<file path="config.mk">
export PLATFORM = sky130hd
export DESIGN_NAME = cfg_loader
export DESIGN_NICKNAME = d
export VERILOG_FILES = /design/src/rtl/cfg_loader.sv
export SDC_FILE = /design/constraint.sdc
export NUM_CORES = 1
export LEC_CHECK = 0
export CELL_PAD_IN_SITES_DETAIL_PLACEMENT = 0
export CELL_PAD_IN_SITES_GLOBAL_PLACEMENT = 1
export CORE_MARGIN = 10
export CORE_UTILIZATION = 30
export CTS_CLUSTER_SIZE = 16
export DETAILED_ROUTE_END_ITERATION = 10
export HOLD_SLACK_MARGIN = 0.02
export PLACE_DENSITY = 0.66
export SYNTH_ARGS = -nofsm -noshare
export SYNTH_HDL_FRONTEND = slang
export SYNTH_SLANG_ARGS = --single-unit
</file>
<file path="constraint.sdc">
create_clock -name clk -period 1.6 [get_ports clk]
set_input_delay 0.16 -clock clk [delete_from_list [all_inputs] [get_ports clk]]
set_output_delay 0.16 -clock clk [all_outputs]
set_load 0.005 [all_outputs]
</file>
<file path="src/rtl/cfg_loader.sv">
// cfg_loader -- serial configuration loader for the 3x3 fabric.
//
// Hunts a serial bitstream for an 8-bit sync word, shifts in a CFG_W-bit
// configuration frame, optionally checks a trailing even-parity bit, then
// commits the frame in a single cycle onto the parallel configuration bus
// that feeds the `roof` inputs of the I/O boxes (box k takes bits 5k+4:5k).
//
// Optional feature: define CFG_LOADER_PARITY_EN to expect a trailing
// even-parity bit after the payload and to let `err` assert. Without it,
// LOAD goes straight to COMMIT and `err` is tied low.
//
// Ports:
//   clk        in   1      rising-edge clock
//   reset      in   1      asynchronous active-low reset
//   start      in   1      single-cycle request to arm / re-arm loading
//   bit_in     in   1      serial bitstream data
//   bit_valid  in   1      bit_in is valid this cycle
//   bit_ready  out  1      loader accepts a bit this cycle (state decode)
//   cfg_out    out  CFG_W  committed configuration (registered)
//   cfg_load   out  1      one-cycle pulse, cfg_out was just updated
//   busy       out  1      high in SYNC, LOAD, CHECK and COMMIT (state decode)
//   done       out  1      sticky, last frame committed
//   err        out  1      sticky, last frame failed parity
module cfg_loader #(
  parameter int         CFG_W     = 20,
  parameter logic [7:0] SYNC_WORD = 8'hA5
) (
  input  logic             clk,
  input  logic             reset,
  input  logic             start,
  input  logic             bit_in,
  input  logic             bit_valid,
  output logic             bit_ready,
  output logic [CFG_W-1:0] cfg_out,
  output logic             cfg_load,
  output logic             busy,
  output logic             done,
  output logic             err
);

  localparam int             CW       = $clog2(CFG_W + 1);
  localparam logic [CW-1:0]  LAST_BIT = CW'(CFG_W - 1);

  localparam logic [2:0] IDLE   = 3'd0;
  localparam logic [2:0] SYNC   = 3'd1;
  localparam logic [2:0] LOAD   = 3'd2;
  localparam logic [2:0] COMMIT = 3'd4;
  localparam logic [2:0] DONE   = 3'd5;
`ifdef CFG_LOADER_PARITY_EN
  localparam logic [2:0] CHECK  = 3'd3;
  localparam logic [2:0] ERROR  = 3'd6;
`endif

  logic [2:0]       state_q,  state_d;
  logic [7:0]       window_q, window_d;
  logic [CFG_W-1:0] shadow_q, shadow_d;
  logic [CW-1:0]    count_q,  count_d;
  logic [CFG_W-1:0] cfg_q,    cfg_d;
  logic             load_q,   load_d;
  logic             done_q,   done_d;
`ifdef CFG_LOADER_PARITY_EN
  logic             err_q,    err_d;
  logic             par_q,    par_d;
`endif

  logic       accept;
  logic [7:0] window_shift;

  assign window_shift = {window_q[6:0], bit_in};

`ifdef CFG_LOADER_PARITY_EN
  assign bit_ready = (state_q == SYNC) || (state_q == LOAD) || (state_q == CHECK);
`else
  assign bit_ready = (state_q == SYNC) || (state_q == LOAD);
`endif
  assign busy   = bit_ready || (state_q == COMMIT);
  assign accept = bit_valid && bit_ready;

  // Next-state logic. IDLE, DONE and ERROR share the default arm: they only
  // react to start, which re-arms the hunt with a cleared window. start is
  // not examined in any busy state, so it is ignored there.
  always_comb begin
    state_d  = state_q;
    window_d = window_q;
    shadow_d = shadow_q;
    count_d  = count_q;
    cfg_d    = cfg_q;
    load_d   = 1'b0;
    done_d   = done_q;
`ifdef CFG_LOADER_PARITY_EN
    err_d    = err_q;
    par_d    = par_q;
`endif
    case (state_q)
      SYNC: begin
        if (accept) begin
          window_d = window_shift;
          // Match on the updated window so the next accepted bit is payload.
          if (window_shift == SYNC_WORD) begin
            state_d = LOAD;
            count_d = '0;
`ifdef CFG_LOADER_PARITY_EN
            par_d   = 1'b0;
`endif
          end
        end
      end
      LOAD: begin
        if (accept) begin
          shadow_d = {shadow_q[CFG_W-2:0], bit_in};
          count_d  = count_q + CW'(1);
`ifdef CFG_LOADER_PARITY_EN
          par_d    = par_q ^ bit_in;
          if (count_q == LAST_BIT) state_d = CHECK;
`else
          if (count_q == LAST_BIT) state_d = COMMIT;
`endif
        end
      end
`ifdef CFG_LOADER_PARITY_EN
      CHECK: begin
        if (accept) begin
          // Even parity: payload XOR parity bit must be zero.
          if (par_q ^ bit_in) begin
            err_d   = 1'b1;
            state_d = ERROR;
          end else begin
            state_d = COMMIT;
          end
        end
      end
`endif
      COMMIT: begin
        cfg_d   = shadow_q;
        load_d  = 1'b1;
        done_d  = 1'b1;
        state_d = DONE;
      end
      default: begin
        if (start) begin
          done_d   = 1'b0;
`ifdef CFG_LOADER_PARITY_EN
          err_d    = 1'b0;
`endif
          window_d = '0;
          state_d  = SYNC;
        end
      end
    endcase
  end

  // State registers; reset abandons any frame in flight and clears cfg_out.
  always_ff @(posedge clk or negedge reset) begin
    if (!reset) begin
      state_q  <= IDLE;
      window_q <= '0;
      shadow_q <= '0;
      count_q  <= '0;
      cfg_q    <= '0;
      load_q   <= 1'b0;
      done_q   <= 1'b0;
`ifdef CFG_LOADER_PARITY_EN
      err_q    <= 1'b0;
      par_q    <= 1'b0;
`endif
    end else begin
      state_q  <= state_d;
      window_q <= window_d;
      shadow_q <= shadow_d;
      count_q  <= count_d;
      cfg_q    <= cfg_d;
      load_q   <= load_d;
      done_q   <= done_d;
`ifdef CFG_LOADER_PARITY_EN
      err_q    <= err_d;
      par_q    <= par_d;
`endif
    end
  end

  assign cfg_out  = cfg_q;
  assign cfg_load = load_q;
  assign done     = done_q;
`ifdef CFG_LOADER_PARITY_EN
  assign err      = err_q;
`else
  assign err      = 1'b0;
`endif

endmodule

</file>
==> out/qor.yml <==
run_status:
  status: "complete, no violations"
placed_design:
  port_buffers: 28
  dp_hpwl_um: 2893
  place_ws_ns: -0.1728
  gp_congestion: 0.7783
global_routing:
  grt_usage_pct: 8.439
  grt_pass1_wl_um: 7817
  grt_pass1_vias: 1587
  antenna_found_initial: 0
  grt_max_degree: 58
  grt_overflow: 0
sta:
  clock.fmax_mhz: 651.2
  rsz0062_at_grt: "true"
  fin_worst_skew_ns: 0.005508
  slew_violations: 0
  hold_viol_final: 0
  period_share_pct: 95.97
  setup_viol_count_final: 0
  fin_crit_ns: 1.536
  timing.final.ws_setup_ns: 0.06445
worst_setup_path:
  cp-start-kind: "register"
  reg2reg_slack_ns: 0.09
  rr_startpoint: "state_q[1]"
  setup.worst_path.start: "state_q[1]"
  arrival_ns: 1.38
  worst_setup_path_end_kind: "primary output"
  required_ns: 1.44
  crit_type: "register to primary output"
  crit_fanout: 3
synthesis:
  synth_seq_cells: 57
  muxShareOfSynthArea_pct: 19.75
  yosysTopAreaCell: "dfrtp_1"
  synth.most_common_cell: "dfrtp_1"
  syn_nets: 186
  yosys_warnings: 0
  synth_compound_area_share_pct: 5.042
  seq_area_frac_synth_pct: 59.87
  synth_top_family_by_area: "multiplexers"
  ys_async_sr_fraction_pct: 100.0
  ys.flop_type: "dfrtp_1"
  synth_xor_area_share_pct: 0.7353
  ys_top_cells_by_count: "dfrtp_1 (57), mux2_2 (30), nand2_1 (19), o21ai_0 (13), mux2_1 (10)"
  synth-adder-area-share_pct: 0.5252
  synth_cells: 180
  synth-edff-count: 0
  synthTopCellsByArea: "dfrtp_1 (60%), mux2_2 (14%), mux2_1 (4.7%)"
  yosys.area.top_type_share_pct: 59.87
  syn_area_um2: 2382
  synth_simple_gate_area_share_pct: 9.716
  synth_cell_type_count: 31
  syn_avg_cell_area_um2: 13.23
route:
  vias: 1486
  wl_per_cell_um: 13.83
  drc: 0
  dr.first_iter.drc_count: 54
  drt-total-wl_um: 4507
  via_per_inst: 4.558
  drt_first_pass_iters: 4
  ant_nets: 0
cts:
  clock_tree.root_cell: "clkbuf_8"
  clkSlewWorstSetupHoldPaths_ns: 0.06
  clock_path_buffers: 2
  h-tree-depth: 3
  clock-sinks: 57
  insertion_delay_ns: 0.33
  cts_buffers: 9
  cts_tree: "built"
final_layout:
  diodes: 0
  nNetsFinal: 226
  drive_above_1_share_pct: 29.02
  fill_cells: 748
  syn_to_final_growth_pct: 28.52
  utilization_pct: 39.62
floorplanning:
  pin_count: 30
  die_x_um: 109.1
  initial_utilization_pct: 30.83
  core-area_um2: 7727
  rows: 32
  die-area_um2: 11910
  die_y_um: 109.1
job:
  cap_viol_max_count: 0
power_and_ir_drop:
  peakVddDrop_mv: 0.4963
  powerDensity_nw_per_um2: 1040
  leakagePower_nw: 1.456
worst_hold_path:
  hold_class: "input port to async pin"
[state kept, by name (all words and copies together), names as in the netlist]
name      count
cfg_load      1
count_q       5
shadow_q     20
state_q       3
done          1
window_q      7
cfg_out      20
[power breakdown]
| part | internal, mW | switching (mW) | total [mW] |
|---|---|---|---|
| Sequential | 1.51 | 0.0463 | 1.55 |
| Combinational | 0.108 | 0.115 | 0.223 |
| Clock | 0.878 | 0.529 | 1.41 |
| Total | 2.49 | 0.691 | 3.18 |
[final timing paths]
check | depth (start not counted) | endpoint
hold reg to reg | 1 | cfg_out[1]
hold / removal | 3 | window_q[3]
min in group clk | 1 | cfg_out[1]
setup / recovery | 4 | busy
setup reg to reg | 5 | window_q[6]
max in group asynchronous | 3 | shadow_q[16]
[layer usage]
layer	GRT usage [%]	share of wire, %	vias up
li1	-	-	709
met1	9.667	46	746
met2	12.47	47	25
met3	5.192	6.3	6
met4	3.390	1.3	0
met5	0	0	-
[stage by stage]
step / hold WS, ns / total power [mW] / setup TNS (ns) / instance area [um^2] / cells
global route: 0.4051 / 3.357 / -0.1268 / 3062 / 326
CTS: 0.3643 / 3.242 / 0 / 3043 / 326
detailed placement: 0.1898 / 1.806 / -2.189 / 2816 / 309
finish: 0.3568 / 3.185 / 0 / 3062 / 326
global placement: 0.1905 / 1.802 / -1.472 / 2816 / 309
floorplan: -0.1356 / 1.685 / 0 / 2382 / 180
[cells by family after synthesis]
kind of cell	Yosys count
XOR/XNOR	2
flip-flops	57
buffers and inverters	15
multiplexers	42
other	1
adder cells (fa/ha/maj)	1
AND/OR/NAND/NOR	41
AO/OA/AOI/OAI	21
[repair_timing]
| item | in CTS | in global routing |
|---|---|---|
| hold endpoints to repair | 57 | 0 |
| buffers inserted | 1 | 0 |
| endpoints found under the setup margin | 4 | 31 |
| hold buffers | 1 | 0 |
| gates resized for setup | 6 | 6 |
[placed cells by master, fill, tap and decap left out, types with 2 or more instances in the layout]
master           synthesis  layout
a21oi_1                  2       2
buf_12                   0       3
buf_2                    2       2
buf_4                    7       7
buf_6                    2       2
clkbuf_8                 0      13
clkdlybuf4s50_1          0      25
dfrtp_1                 57      57
inv_1                    3       3
mux2_1                  10      10
mux2_2                  30      30
mux2i_1                  2       2
nand2_1                 19      19
nand3_1                  3       3
nand4bb_1                2       2
nor2_1                   5       5
nor2b_1                  3       3
o21ai_0                 13      12
o22ai_1                  3       3
xnor2_1                  2       2
[worst max-delay path: stages (launching register included)]
cell	delay (ns)
dfrtp_1	0.37
buf_6	0.11
or3b_4	0.38
o21ai_2	0.07
buf_2	0.13
[cell type report]
type | instances | area (um^2) | area share, %
Clock buffer | 13 | 178.9 | 5.844
Clock inverter | 2 | 35.03 | 1.144
Inverter | 3 | 11.26 | 0.3678
Multi-Input combinational cell | 108 | 868.3 | 28.36
Sequential cell | 57 | 1426 | 46.59
Tap cell | 102 | 127.6 | 4.168
Timing Repair Buffer | 41 | 414.1 | 13.53
(Power assumes the default switching activity.)
